### config.mk
export PLATFORM = sky130hd
export DESIGN_NAME = paralelo_serie_tx
export DESIGN_NICKNAME = d
export VERILOG_FILES = /design/src/rtl/paralelo_serie_tx.sv
export SDC_FILE = /design/constraint.sdc
export NUM_CORES = 1
export LEC_CHECK = 0
export BUFFER_PORTS_ARGS = -buffer_cell sky130_fd_sc_hd__clkbuf_2
export CORE_MARGIN = 2
export CORE_UTILIZATION = 55
export DETAILED_ROUTE_END_ITERATION = 10
export PLACE_DENSITY_LB_ADDON = 0.3
export SYNTH_ARGS = -nofsm -noshare
export SYNTH_HDL_FRONTEND = slang
export SYNTH_SLANG_ARGS = --single-unit
export TNS_END_PERCENT = 100
### constraint.sdc
create_clock -name clk_8f -period 3.5 [get_ports clk_8f]
set_clock_uncertainty 0.15 [all_clocks]
set_input_delay 0.175 -clock clk_8f [delete_from_list [all_inputs] [get_ports clk_8f]]
set_output_delay 0.175 -clock clk_8f [all_outputs]
set_load 0.005 [all_outputs]
### src/rtl/paralelo_serie_tx.sv
// Serial PHY transmitter: byte FIFO on a valid/ready interface, serialised MSB-first.
// After reset a COMMA preamble aligns the far-end receiver; COMMA idles fill empty slots.
module paralelo_serie_tx #(
   parameter int          FIFO_DEPTH  = 4,
   parameter int          BC_PREAMBLE = 4,
   parameter logic [7:0]  COMMA       = 8'hBC
) (
   input  logic       clk_8f,
   input  logic       reset,
   input  logic [7:0] data_in,
   input  logic       valid_in,
   output logic       ready_out,
   output logic       data_out,
   output logic       byte_start,
   output logic       tx_active
);

   localparam int PTR_W = (FIFO_DEPTH > 1) ? $clog2(FIFO_DEPTH) : 1;
   localparam int CNT_W = PTR_W + 1;
   localparam logic [CNT_W-1:0] FULL_CNT = CNT_W'(FIFO_DEPTH);
   localparam logic [4:0]       PRE_LEN  = 5'(BC_PREAMBLE);

   typedef enum logic {
      SYNC   = 1'b0,
      ACTIVE = 1'b1
   } state_t;

   state_t           state_reg, state_next;

   logic [2:0]       bit_cnt_reg, bit_cnt_next;
   logic [7:0]       cur_byte_reg, cur_byte_next;
   logic [3:0]       sync_cnt_reg, sync_cnt_next;
   logic             data_out_reg, data_out_next;
   logic             byte_start_reg, byte_start_next;
   logic             tx_active_reg, tx_active_next;

   logic [PTR_W-1:0] rd_ptr_reg, rd_ptr_next;
   logic [PTR_W-1:0] wr_ptr_reg, wr_ptr_next;
   logic [CNT_W-1:0] count_reg, count_next;
   logic [7:0]       mem [FIFO_DEPTH];
   logic [7:0]       fifo_head;

   logic             boundary;
   logic             sync_last;
   logic             data_slot;
   logic             push;
   logic             pop;

   // All next-byte decisions are taken from pre-edge state only.
   assign boundary  = (bit_cnt_reg == 3'd0);
   assign sync_last = (state_reg == SYNC) && (({1'b0, sync_cnt_reg} + 5'd1) >= PRE_LEN);
   assign data_slot = boundary && ((state_reg == ACTIVE) || sync_last);
   assign pop       = data_slot && (count_reg != '0);
   assign ready_out = (count_reg != FULL_CNT);
   assign push      = valid_in && ready_out;
   assign fifo_head = mem[rd_ptr_reg];

   assign data_out   = data_out_reg;
   assign byte_start = byte_start_reg;
   assign tx_active  = tx_active_reg;

   // State register
   always_ff @(posedge clk_8f or negedge reset) begin
      if (!reset) begin
         state_reg <= SYNC;
      end else begin
         state_reg <= state_next;
      end
   end

   // Next-state logic
   always_comb begin
      state_next = state_reg;
      if ((state_reg == SYNC) && boundary && sync_last) begin
         state_next = ACTIVE;
      end
   end

   // Output and datapath next values
   always_comb begin
      data_out_next   = cur_byte_reg[bit_cnt_reg];
      byte_start_next = (bit_cnt_reg == 3'd7);
      tx_active_next  = (state_next == ACTIVE);
      bit_cnt_next    = bit_cnt_reg - 3'd1;
      cur_byte_next   = cur_byte_reg;
      sync_cnt_next   = sync_cnt_reg;
      if (boundary) begin
         cur_byte_next = pop ? fifo_head : COMMA;
         if (state_reg == SYNC) begin
            sync_cnt_next = sync_cnt_reg + 4'd1;
         end
      end
   end

   // FIFO pointer and occupancy bookkeeping
   always_comb begin
      rd_ptr_next = rd_ptr_reg;
      wr_ptr_next = wr_ptr_reg;
      count_next  = count_reg;
      if (push) begin
         wr_ptr_next = wr_ptr_reg + PTR_W'(1);
      end
      if (pop) begin
         rd_ptr_next = rd_ptr_reg + PTR_W'(1);
      end
      case ({push, pop})
         2'b10:   count_next = count_reg + CNT_W'(1);
         2'b01:   count_next = count_reg - CNT_W'(1);
         default: count_next = count_reg;
      endcase
   end

   always_ff @(posedge clk_8f or negedge reset) begin
      if (!reset) begin
         bit_cnt_reg    <= 3'd7;
         cur_byte_reg   <= COMMA;
         sync_cnt_reg   <= 4'd0;
         data_out_reg   <= 1'b0;
         byte_start_reg <= 1'b0;
         tx_active_reg  <= 1'b0;
         rd_ptr_reg     <= '0;
         wr_ptr_reg     <= '0;
         count_reg      <= '0;
      end else begin
         bit_cnt_reg    <= bit_cnt_next;
         cur_byte_reg   <= cur_byte_next;
         sync_cnt_reg   <= sync_cnt_next;
         data_out_reg   <= data_out_next;
         byte_start_reg <= byte_start_next;
         tx_active_reg  <= tx_active_next;
         rd_ptr_reg     <= rd_ptr_next;
         wr_ptr_reg     <= wr_ptr_next;
         count_reg      <= count_next;
      end
   end

   // Storage is not reset; occupancy alone defines which entries are live.
   always_ff @(posedge clk_8f) begin
      if (push) begin
         mem[wr_ptr_reg] <= data_in;
      end
   end

endmodule

After elaboration in Yosys (flattened, before gate mapping)
Memory sizes are Yosys's and may differ from the RTL's.
Cells that the tools add are included.
{"block": "totals", "ff_bits": 25, "mem_bits_rw": 32, "input_bits": 11, "output_inout_bits": 4, "mem_count": 1}
{"name": "mem", "depth": 4, "word_bits": 8, "rd": 1, "rd_clocked_by_memory_dff": 0, "wr": 1, "line_no": "40", "rtl": "logic [7:0] mem [FIFO_DEPTH];"}
{"block": "op_classes", "addsub": 7, "order_cmp": 2, "eq_ne": 4, "muxes": 6, "bitwise": 1, "n_reduce_logical": 11}
{"op": "$mux 8", "count": 1}
{"op": "$logic_and 1x1->1", "count": 6}
{"op": "$pmux 3 s2", "count": 1}
{"op": "$sub 3x1->3 const B", "count": 2}
{"op": "$add 4x1->5 const B", "count": 1}
{"op": "$ge 5x3->1 const B", "count": 1}
{"op": "$add 2x1->2 const B", "count": 2}
{"op": "$add 4x1->4 const B", "count": 1}
{"op": "$lt 3x4->1 const B", "count": 1}
{"op": "$add 3x1->3 const B", "count": 1}
{"op": "$bmux 1 s3", "count": 1}
{"op": "$eq 3x3->1 const B", "count": 1}
{"op": "$logic_not 3->1", "count": 1}
{"op": "$mux 1", "count": 3}
{"op": "$ne 3x3->1 const B", "count": 1}
{"op": "$reduce_bool 3->1", "count": 1}
{"op": "$eq 2x1->1 const B", "count": 1}
{"op": "$eq 2x2->1 const B", "count": 1}
{"op": "$reduce_and 2->1", "count": 1}
{"op": "$reduce_bool 2->1", "count": 1}
{"op": "$logic_or 1x1->1", "count": 1}
{"op": "$not 1->1", "count": 1}

Depth between registers and ports, before layout
Gate-level depths: netlist (run 1).
{"block": "depth", "word_depth": 8, "ltp_mapped": 12, "ltp_nobuf": 11}

Worst setup path before layout (run 1)
OpenSTA, ideal clock, no wires.
{"block": "synth_timing", "path_type": "reg-to-reg", "start": "reg sync_cnt_reg[0]", "end": "reg count_reg[2]", "arrival_time_ps": 2170, "t_required_ps": 3271, "slack_ps": 1101, "stages_incl_launch_ff": 12, "path_buffers": 0, "synth_period_minus_slack_ps": 2399, "path_cell_list": "dfrtp_1 ha_1 and2_1 a21oi_2 o211ai_4 inv_1 ha_1 inv_1 fa_1 xor2_1 nor2_1 xor2_1"}
{"block": "synth_between", "elab_chain_cells": 8}
{"element": "from (decl)", "line_no": "32", "rtl": "logic [3:0] sync_cnt_reg, sync_cnt_next;"}
{"element": "from (signal assigned)", "line_no": "127", "rtl": "sync_cnt_reg <= sync_cnt_next;"}
{"element": "$add 4x1->5 (*)", "line_no": "51", "rtl": "assign sync_last = (state_reg == SYNC) && (({1'b0, sync_cnt_reg} + 5'd1) >= PRE_LEN);"}
{"element": "$ge 5x3->1 (*)", "line_no": "51"}
{"element": "$logic_and 1x1->1 (*)", "line_no": "51"}
{"element": "$logic_or 1x1->1 (*)", "line_no": "52", "rtl": "assign data_slot = boundary && ((state_reg == ACTIVE) || sync_last);"}
{"element": "$logic_and 1x1->1 (*)", "line_no": "52"}
{"element": "$logic_and 1x1->1 (*)", "line_no": "53", "rtl": "assign pop = data_slot && (count_reg != '0);"}
{"element": "named net pop", "line_no": "47", "rtl": "logic pop;"}
{"element": "$eq 2x1->1 / $eq 2x2->1 (equally long branches)", "line_no": "106", "rtl": "case ({push, pop})"}
{"element": "$pmux 3 s2 / $reduce_bool 2->1 (equally long branches)"}
{"element": "to (signal assigned)", "line_no": "133", "rtl": "count_reg <= count_next;"}
{"element": "to (decl)", "line_no": "39", "rtl": "logic [CNT_W-1:0] count_reg, count_next;"}
Mark *: on every way through the listed nets, which the timed path passes. The rest lies on a longest branch.
A chain may end at the register's enable or synchronous reset.

Final worst setup path (run 1)
Same ends and word-level chain as after synthesis.

==> results of run 1 <==
[power breakdown]
group | switching, uW | internal (uW) | total (uW)
combinational | 187 | 233 | 420
sequential | 120 | 908 | 1030
clock | 236 | 324 | 560
[area by class of cell]
class / count / area, um2 / area share, %
clock buffers: 12 / 135.1 / 4.845
clock inverters: 4 / 43.79 / 1.570
inverters: 13 / 48.80 / 1.750
multi-input cells: 70 / 732.0 / 26.24
flip-flops and latches: 57 / 1597 / 57.25
well taps: 52 / 65.06 / 2.333
repair buffers: 24 / 167.7 / 6.012
[what timing repair did]
| action | 4_1_cts | 5_1_grt |
|---|---|---|
| gates resized for setup | 0 | 0 |
| endpoints found under the hold margin | 49 | 0 |
| hold buffers | 9 | 0 |
[final timing paths]
check	start	end	slack (ns)	cells past startpoint
worst max-delay path	sync_cnt_reg[0]	count_reg[2]	0.88	11
worst min-delay path	valid_in	wr_ptr_reg[0]	0.12	3
worst max register to register	sync_cnt_reg[0]	count_reg[2]	0.88	11
worst min register to register	cur_byte_reg[6]	cur_byte_reg[6]	0.33	2
max in group asynchronous	reset	wr_ptr_reg[0]	2.56	2
min in group asynchronous	reset	byte_start	0.24	2
[Yosys cell counts, drive strengths merged, types with 2 or more instances]
library cell  instances
mux2                  3
and2                  3
dfrtp                17
xor2                  4
and3                  4
o22a                  5
o21ai                 5
buf                   2
edfxtp               32
inv                  13
ha                   10
nand2b                2
xnor2                 6
dfstp                 8
mux4                 10
nor2                  3
nand2                 6
[placed cells by master (no fill, tap or decap), types with 2 or more instances in the layout]
cell type	synthesis	routed
and2_1	3	3
and3_1	4	4
clkbuf_1	0	3
clkbuf_2	1	14
clkbuf_8	0	9
clkinv_2	0	2
dfrtp_1	17	17
dfstp_2	8	8
dlygate4sd3_1	0	9
edfxtp_1	32	32
ha_1	10	10
inv_1	13	13
mux2_2	3	3
mux4_1	2	2
mux4_2	8	8
nand2_1	6	6
nand2b_1	2	2
nor2_1	3	3
o21ai_0	5	5
o22a_1	5	5
xnor2_1	6	6
xor2_1	4	4
[through the flow]
| step | util (%) | setup WS, ns | hold slack, ns |
|---|---|---|---|
| after floorplan | - | 1.101 | -0.2706 |
| after global placement | 59.10 | 1.022 | 0.03904 |
| after detailed placement | 59.10 | 0.9078 | 0.06011 |
| after CTS | 65.40 | 0.8758 | 0.1066 |
| after global routing | 65.40 | 0.7587 | 0.1590 |
| final | 65.40 | 0.8843 | 0.1223 |
[routing by layer]
metal  GRT usage, %  part of all wire [%]  vias to the layer above
met5              0                     0                        -
met4          13.46                   2.2                        0
met3          5.051                   3.1                        8
met2          29.74                    52                       20
met1          21.36                    42                      628
li1               -                     -                      590
[cells by family (layout without fill, tap and decap cells)]
group | after synthesis | in the layout | synth area share, %
adders and majority gates | 11 | 11 | 6.051
buffers and inverters | 16 | 53 | 2.921
muxes | 13 | 13 | 11.11
AOI/OAI and AO/OA | 13 | 13 | 4.486
and+or+nand+nor | 23 | 23 | 5.217
DFF | 57 | 57 | 66.56
xor gates and xnor gates | 10 | 10 | 3.651
[tightest hold or removal path, stage by stage]
cell	delay [ns]
clkbuf_2	0.10
and2_1	0.19
xnor2_1	0.09
==> run summary, run 1 <==
Status: completed
Post-layout minimum cycle time: 2.616 ns
Max FFs per register: 32
DR iter-0 viols: 47
Setup Viol. Count Final: 0
Post-Place Cell Area: 2520 um2
Mean Syn Cell Area: 16.77 um2
CTS tree: built
Hold WC Path Type: in2reg
First-pass GRT wire length: 6465 um
Cell Area, Synth: 2399 um2
Slew HR: 59.31%
Worst slew pin tran: 0.6103 ns
Post-synth top area share: 40.06%
PortBufs: 14
Share of layout cells above drive strength 1: 27.78%
Clk root buf: clkbuf_8
Final GP Congestion: 0.6930
Post-synth EDFFs: 32
Post-CTS Setup Bufs: 0
Clock buffer depth: 2
Final Max Tran Viols: 0
Htree depth: 3
Design Power: 2008 uW
Antenna violations before repair: 0
HPWL Detailed: 2556 um
Fin cells: 232
Grt total ovfl: 0
Vias in the first global route: 1339
Cell Chain, Critical Path: ha_1 -> and2_1 -> a21oi_2 -> o211ai_4 -> inv_1 -> ha_1 -> inv_1 -> fa_1 -> xor2_1 -> nor2_1 -> xor2_1
Vias: 1246
Critical Path AT: 2.72 ns
Clock transition at path regs: 0.06 ns
Startpoint types: flop
Pwr dens: 720.1 nW/um2
Cells after DPL: 207
Top delay family on crit path: adder cells
Crit share post-route: 74.73%
Largest stage delay, worst path: 0.43 ns
Post-Synthesis Cells: 143
Buf+Inv Stages, Crit Path: 2
Top FF cell, synth: edfxtp_1
Yosys cell types: 29
WP data required: 3.60 ns
Die area: 4905 um2
Largest net degree at the start of global routing: 26
Number of max-cap violations: 0
Total I/O pin count: 15
Syn_nets: 165
Area Growth Syn to Fin: 16.28%
Die width: 70.04 um
GRT Total Usage: 18.53%
#FFs+latches synth: 57
CP max FO: 10
Antenna diode count: 0
Final WL: 3872 um
Synth top area cells: edfxtp_1, dfrtp_1, dfstp_2
Core area: 4264 um2
Antenna Violating Nets Remaining: 0
Residual DRC: 0
Final hold violations: 0
Die Height: 70.04 um
Post-synth top area cell: edfxtp_1
CTS Sinks: 57
Pre-Repair DR Iteration Count: 4
CTS buffer count: 9
Setup tns final: 0 ns
CP Capture Type: flop
LEAKAGE: 0.001175 uW
Fmax: 382.3 MHz
Worst vdd ir: 406.5 uV
# rows: 24
Finished Cell Area: 2789 um2
Clk_lat worst skew: 0.33 ns
Fin nets: 197
Syn. warnings: 0
Initial Utilization: 56.25%
Post-synth ARST share: 43.86%
Drt wl/cell: 16.69 um
Filler Cells Inserted: 316
RSZ-0062 raised after global routing: false
Sequential cell area fraction in the yosys report: 66.56%
CP Class: reg2reg
Critical-path cell with the highest stage delay: dfrtp_1
Routed vias/inst: 5.371
Power figures use the tool's default switching activity.
==> inputs of run 2 (changes only) <==
Settings changed: ABC_AREA set to 1, CORE_UTILIZATION 55 to 54.
Clock period 3.5 ns to 2.3 ns, I/O delays scaled along.
==> run summary, run 2 <==
Final core occ: 65.99% (was 65.40%)
Fin cells: 341 (was 232)
Crit share post-route: 96.53% (was 74.73%)
Top-count cell post-synth: nand2_1 (was edfxtp_1)
Slew HR: 58.69% (was 59.31%)
Hold WC Path Type: in2reg (unchanged)
Yosys cell types: 27 (was 29)
Final WL: 4605 um (was 3872 um)
CTS Sinks: 57 (unchanged)
CP max FO: 3 (was 10)
Number of max-cap violations: 0 (unchanged)
Syn_nets: 261 (was 165)
Pre-Repair DR Iteration Count: 4 (unchanged)
LEAKAGE: 0.001409 uW (was 0.001175 uW)
Core area: 4661 um2 (was 4264 um2)
Routed vias/inst: 4.977 (was 5.371)
Die Height: 73.02 um (was 70.04 um)
Syn. warnings: 0 (unchanged)
Startpoint types: flop (unchanged)
Clock buffer depth: 2 (unchanged)
Clock transition at path regs: 0.07 ns (was 0.06 ns)
Grt total ovfl: 0 (unchanged)
Cells after DPL: 315 (was 207)
DR iter-0 viols: 79 (was 47)
Status: completed (unchanged)
Drt wl/cell: 13.50 um (was 16.69 um)
Cell Area, Synth: 2572 um2 (was 2399 um2)
Area Growth Syn to Fin: 19.55% (was 16.28%)
Filler Cells Inserted: 347 (was 316)
Residual DRC: 0 (unchanged)
# rows: 25 (was 24)
Area occupied by registers: 1597 um2 (unchanged)
Largest stage delay, worst path: 0.39 ns (was 0.43 ns)
Max FFs per register: 32 (unchanged)
Post-synth top area share: 37.35% (was 40.06%)
Initial Utilization: 55.19% (was 56.25%)
Top FF cell, synth: edfxtp_1 (unchanged)
First-pass GRT wire length: 7624 um (was 6465 um)
Post-synth ARST share: 43.86% (unchanged)
Post-layout minimum cycle time: 2.220 ns (was 2.616 ns)
Most frequent cells after synthesis: nand2_1, edfxtp_1, inv_1, nand3_1, dfrtp_1 (was edfxtp_1, dfrtp_1, inv_1, ha_1)
Setup Viol. Count Final: 0 (unchanged)
Fmax: 450.4 MHz (was 382.3 MHz)
Critical-path cell with the highest stage delay: fa_2 (was dfrtp_1)
Worst slew pin tran: 0.6196 ns (was 0.6103 ns)
Vias in the first global route: 1693 (was 1339)
CTS buffer count: 9 (unchanged)
Critical Path AT: 2.29 ns (was 2.72 ns)
Antenna Violating Nets Remaining: 0 (unchanged)
#FFs+latches synth: 57 (unchanged)
Mean Syn Cell Area: 10.76 um2 (was 16.77 um2)
HPWL Detailed: 3004 um (was 2556 um)
Area occupied by multi-input gates: 810.8 um2 (was 732.0 um2)
Sequential cell area fraction in the yosys report: 62.06% (was 66.56%)
GRT Total Usage: 19.86% (was 18.53%)
Worst vdd ir: 641.6 uV (was 406.5 uV)
Most common cell after layout, fill and taps aside: nand2_1 (was edfxtp_1)
Pwr dens: 1086 nW/um2 (was 720.1 nW/um2)
Most frequent cells in the layout: nand2_1, edfxtp_1, inv_1 (was edfxtp_1, dfrtp_1, clkbuf_2)
Antenna diode count: 0 (unchanged)
Final GP Congestion: 0.7797 (was 0.6930)
Total I/O pin count: 15 (unchanged)
Post-synth top area cell: edfxtp_1 (unchanged)
Post-Synthesis Cells: 239 (was 143)
CTS tree: built (unchanged)
Final Max Tran Viols: 0 (unchanged)
PortBufs: 14 (unchanged)
Synth top area cells: edfxtp_1, dfrtp_1, nand2_1 (was edfxtp_1, dfrtp_1, dfstp_2)
Vias: 1697 (was 1246)
Post-synth EDFFs: 32 (unchanged)
Buf+Inv Stages, Crit Path: 3 (was 2)
Die width: 73.02 um (was 70.04 um)
Clk root buf: clkbuf_8 (unchanged)
Fin nets: 304 (was 197)
Htree depth: 3 (unchanged)
Top delay family on crit path: adder cells (unchanged)
Share of layout cells above drive strength 1: 23.34% (was 27.78%)
Die area: 5332 um2 (was 4905 um2)
CP Capture Type: flop (unchanged)
WP data required: 2.37 ns (was 3.60 ns)
Cell Chain, Critical Path: inv_1 -> ha_2 -> nand2_4 -> a31oi_4 -> nand2_2 -> inv_1 -> ha_1 -> inv_2 -> fa_2 -> a21oi_2 -> o21ai_2 -> xor2_1 (was ha_1 -> and2_1 -> a21oi_2 -> o211ai_4 -> inv_1 -> ha_1 -> inv_1 -> fa_1 -> xor2_1 -> nor2_1 -> xor2_1)
Final hold violations: 0 (unchanged)
Crit-path most repeated cell: inv_1
Antenna violations before repair: 0 (unchanged)
Largest net degree at the start of global routing: 26 (unchanged)
Clk_lat worst skew: 0.33 ns (about the same)
CP Class: reg2reg (unchanged)
## run 2: changes by cell type after synthesis, moves of 8 or more
| cell | previous run | this run |
|---|---|---|
| nand2_1 | 6 | 59 |
| nand3_1 | 0 | 23 |
| nor2_1 | 3 | 13 |
| o21ai_0 | 5 | 15 |
| inv_1 | 13 | 28 |
| mux4_2 | 8 | 0 |
## run 2: path summary, 6_finish.rpt
| path | start | end | slack (ns) | cells past startpoint |
|---|---|---|---|---|
| max in group asynchronous | reset | wr_ptr_reg[1] | 1.42 | 2 |
| min in group asynchronous | reset | byte_start | 0.18 | 2 |
| worst min register to register | count_reg[0] | count_reg[0] | 0.33 | 1 |
| worst max-delay path | bit_cnt_reg[1] | count_reg[2] | 0.08 | 12 |
| worst max register to register | bit_cnt_reg[1] | count_reg[2] | 0.08 | 12 |
| worst min-delay path | valid_in | wr_ptr_reg[0] | 0.04 | 4 |
## run 2: worst register-to-register path, cell delays in order, from the launching register on
cell and delay [ns]:
dfstp_2 0.37, inv_1 0.07, ha_2 0.19, nand2_4 0.06, a31oi_4 0.16, nand2_2 0.08
inv_1 0.06, ha_1 0.14, inv_2 0.06, fa_2 0.39, a21oi_2 0.16, o21ai_2 0.08
xor2_1 0.14
## run 2: timing repair
item,4_1_cts,5_1_grt
gates resized for setup,0,6
buffers inserted,0,1
hold endpoints to repair,49,0
setup endpoints to repair,0,1
hold buffers,9,0
## run 2: cell type report
| type | count | share of cell area (%) |
|---|---|---|
| inverters | 31 | 3.865 |
| clock buffers | 9 | 4.028 |
| repair buffers | 38 | 8.869 |
| well taps | 54 | 2.197 |
| multi-input cells | 145 | 26.36 |
| flip-flops and latches | 57 | 51.91 |
| clock inverters | 7 | 2.766 |
## run 2: cells by family (layout without fill, tap and decap cells)
group | Yosys count | after routing | synth area share (%)
XOR/XNOR | 6 | 6 | 2.043
flip-flops | 57 | 57 | 62.06
AND/OR/NAND/NOR | 103 | 103 | 17.46
adder cells (fa/ha/maj) | 11 | 11 | 5.642
buffers and inverters | 37 | 85 | 7.004
AO/OA/AOI/OAI | 25 | 25 | 5.788
## run 2: report_power, final
group / internal [uW] / switching, uW
Combinational: 315 / 514
Sequential: 1380 / 146
Clock: 598 / 394
Total: 2290 / 1050
## run 2: per-stage QoR
stage	worst slack [ns]	instance area (um2)	TNS [ns]	power (uW)	hold slack, ns
floorplan	0.05856	2575	0	2115	-0.3306
global route	-0.01418	3075	-0.01418	3546	0.03424
global placement	0.1378	2756	0	2297	-0.0003069
detailed placement	0.05753	2756	0	2343	0.006281
CTS	0.06258	3055	0	3347	0.02579
finish	0.07982	3075	0	3341	0.03752
## run 2: routing by layer
layer	routed length, um	up-vias	global-route usage (%)	share of wire (%)
met5	0	-	0	0
met4	55	0	7.819	1.2
met3	189	5	7.044	4.1
met2	2281	40	31.73	50
met1	2078	786	24.70	45
li1	-	866	-	-
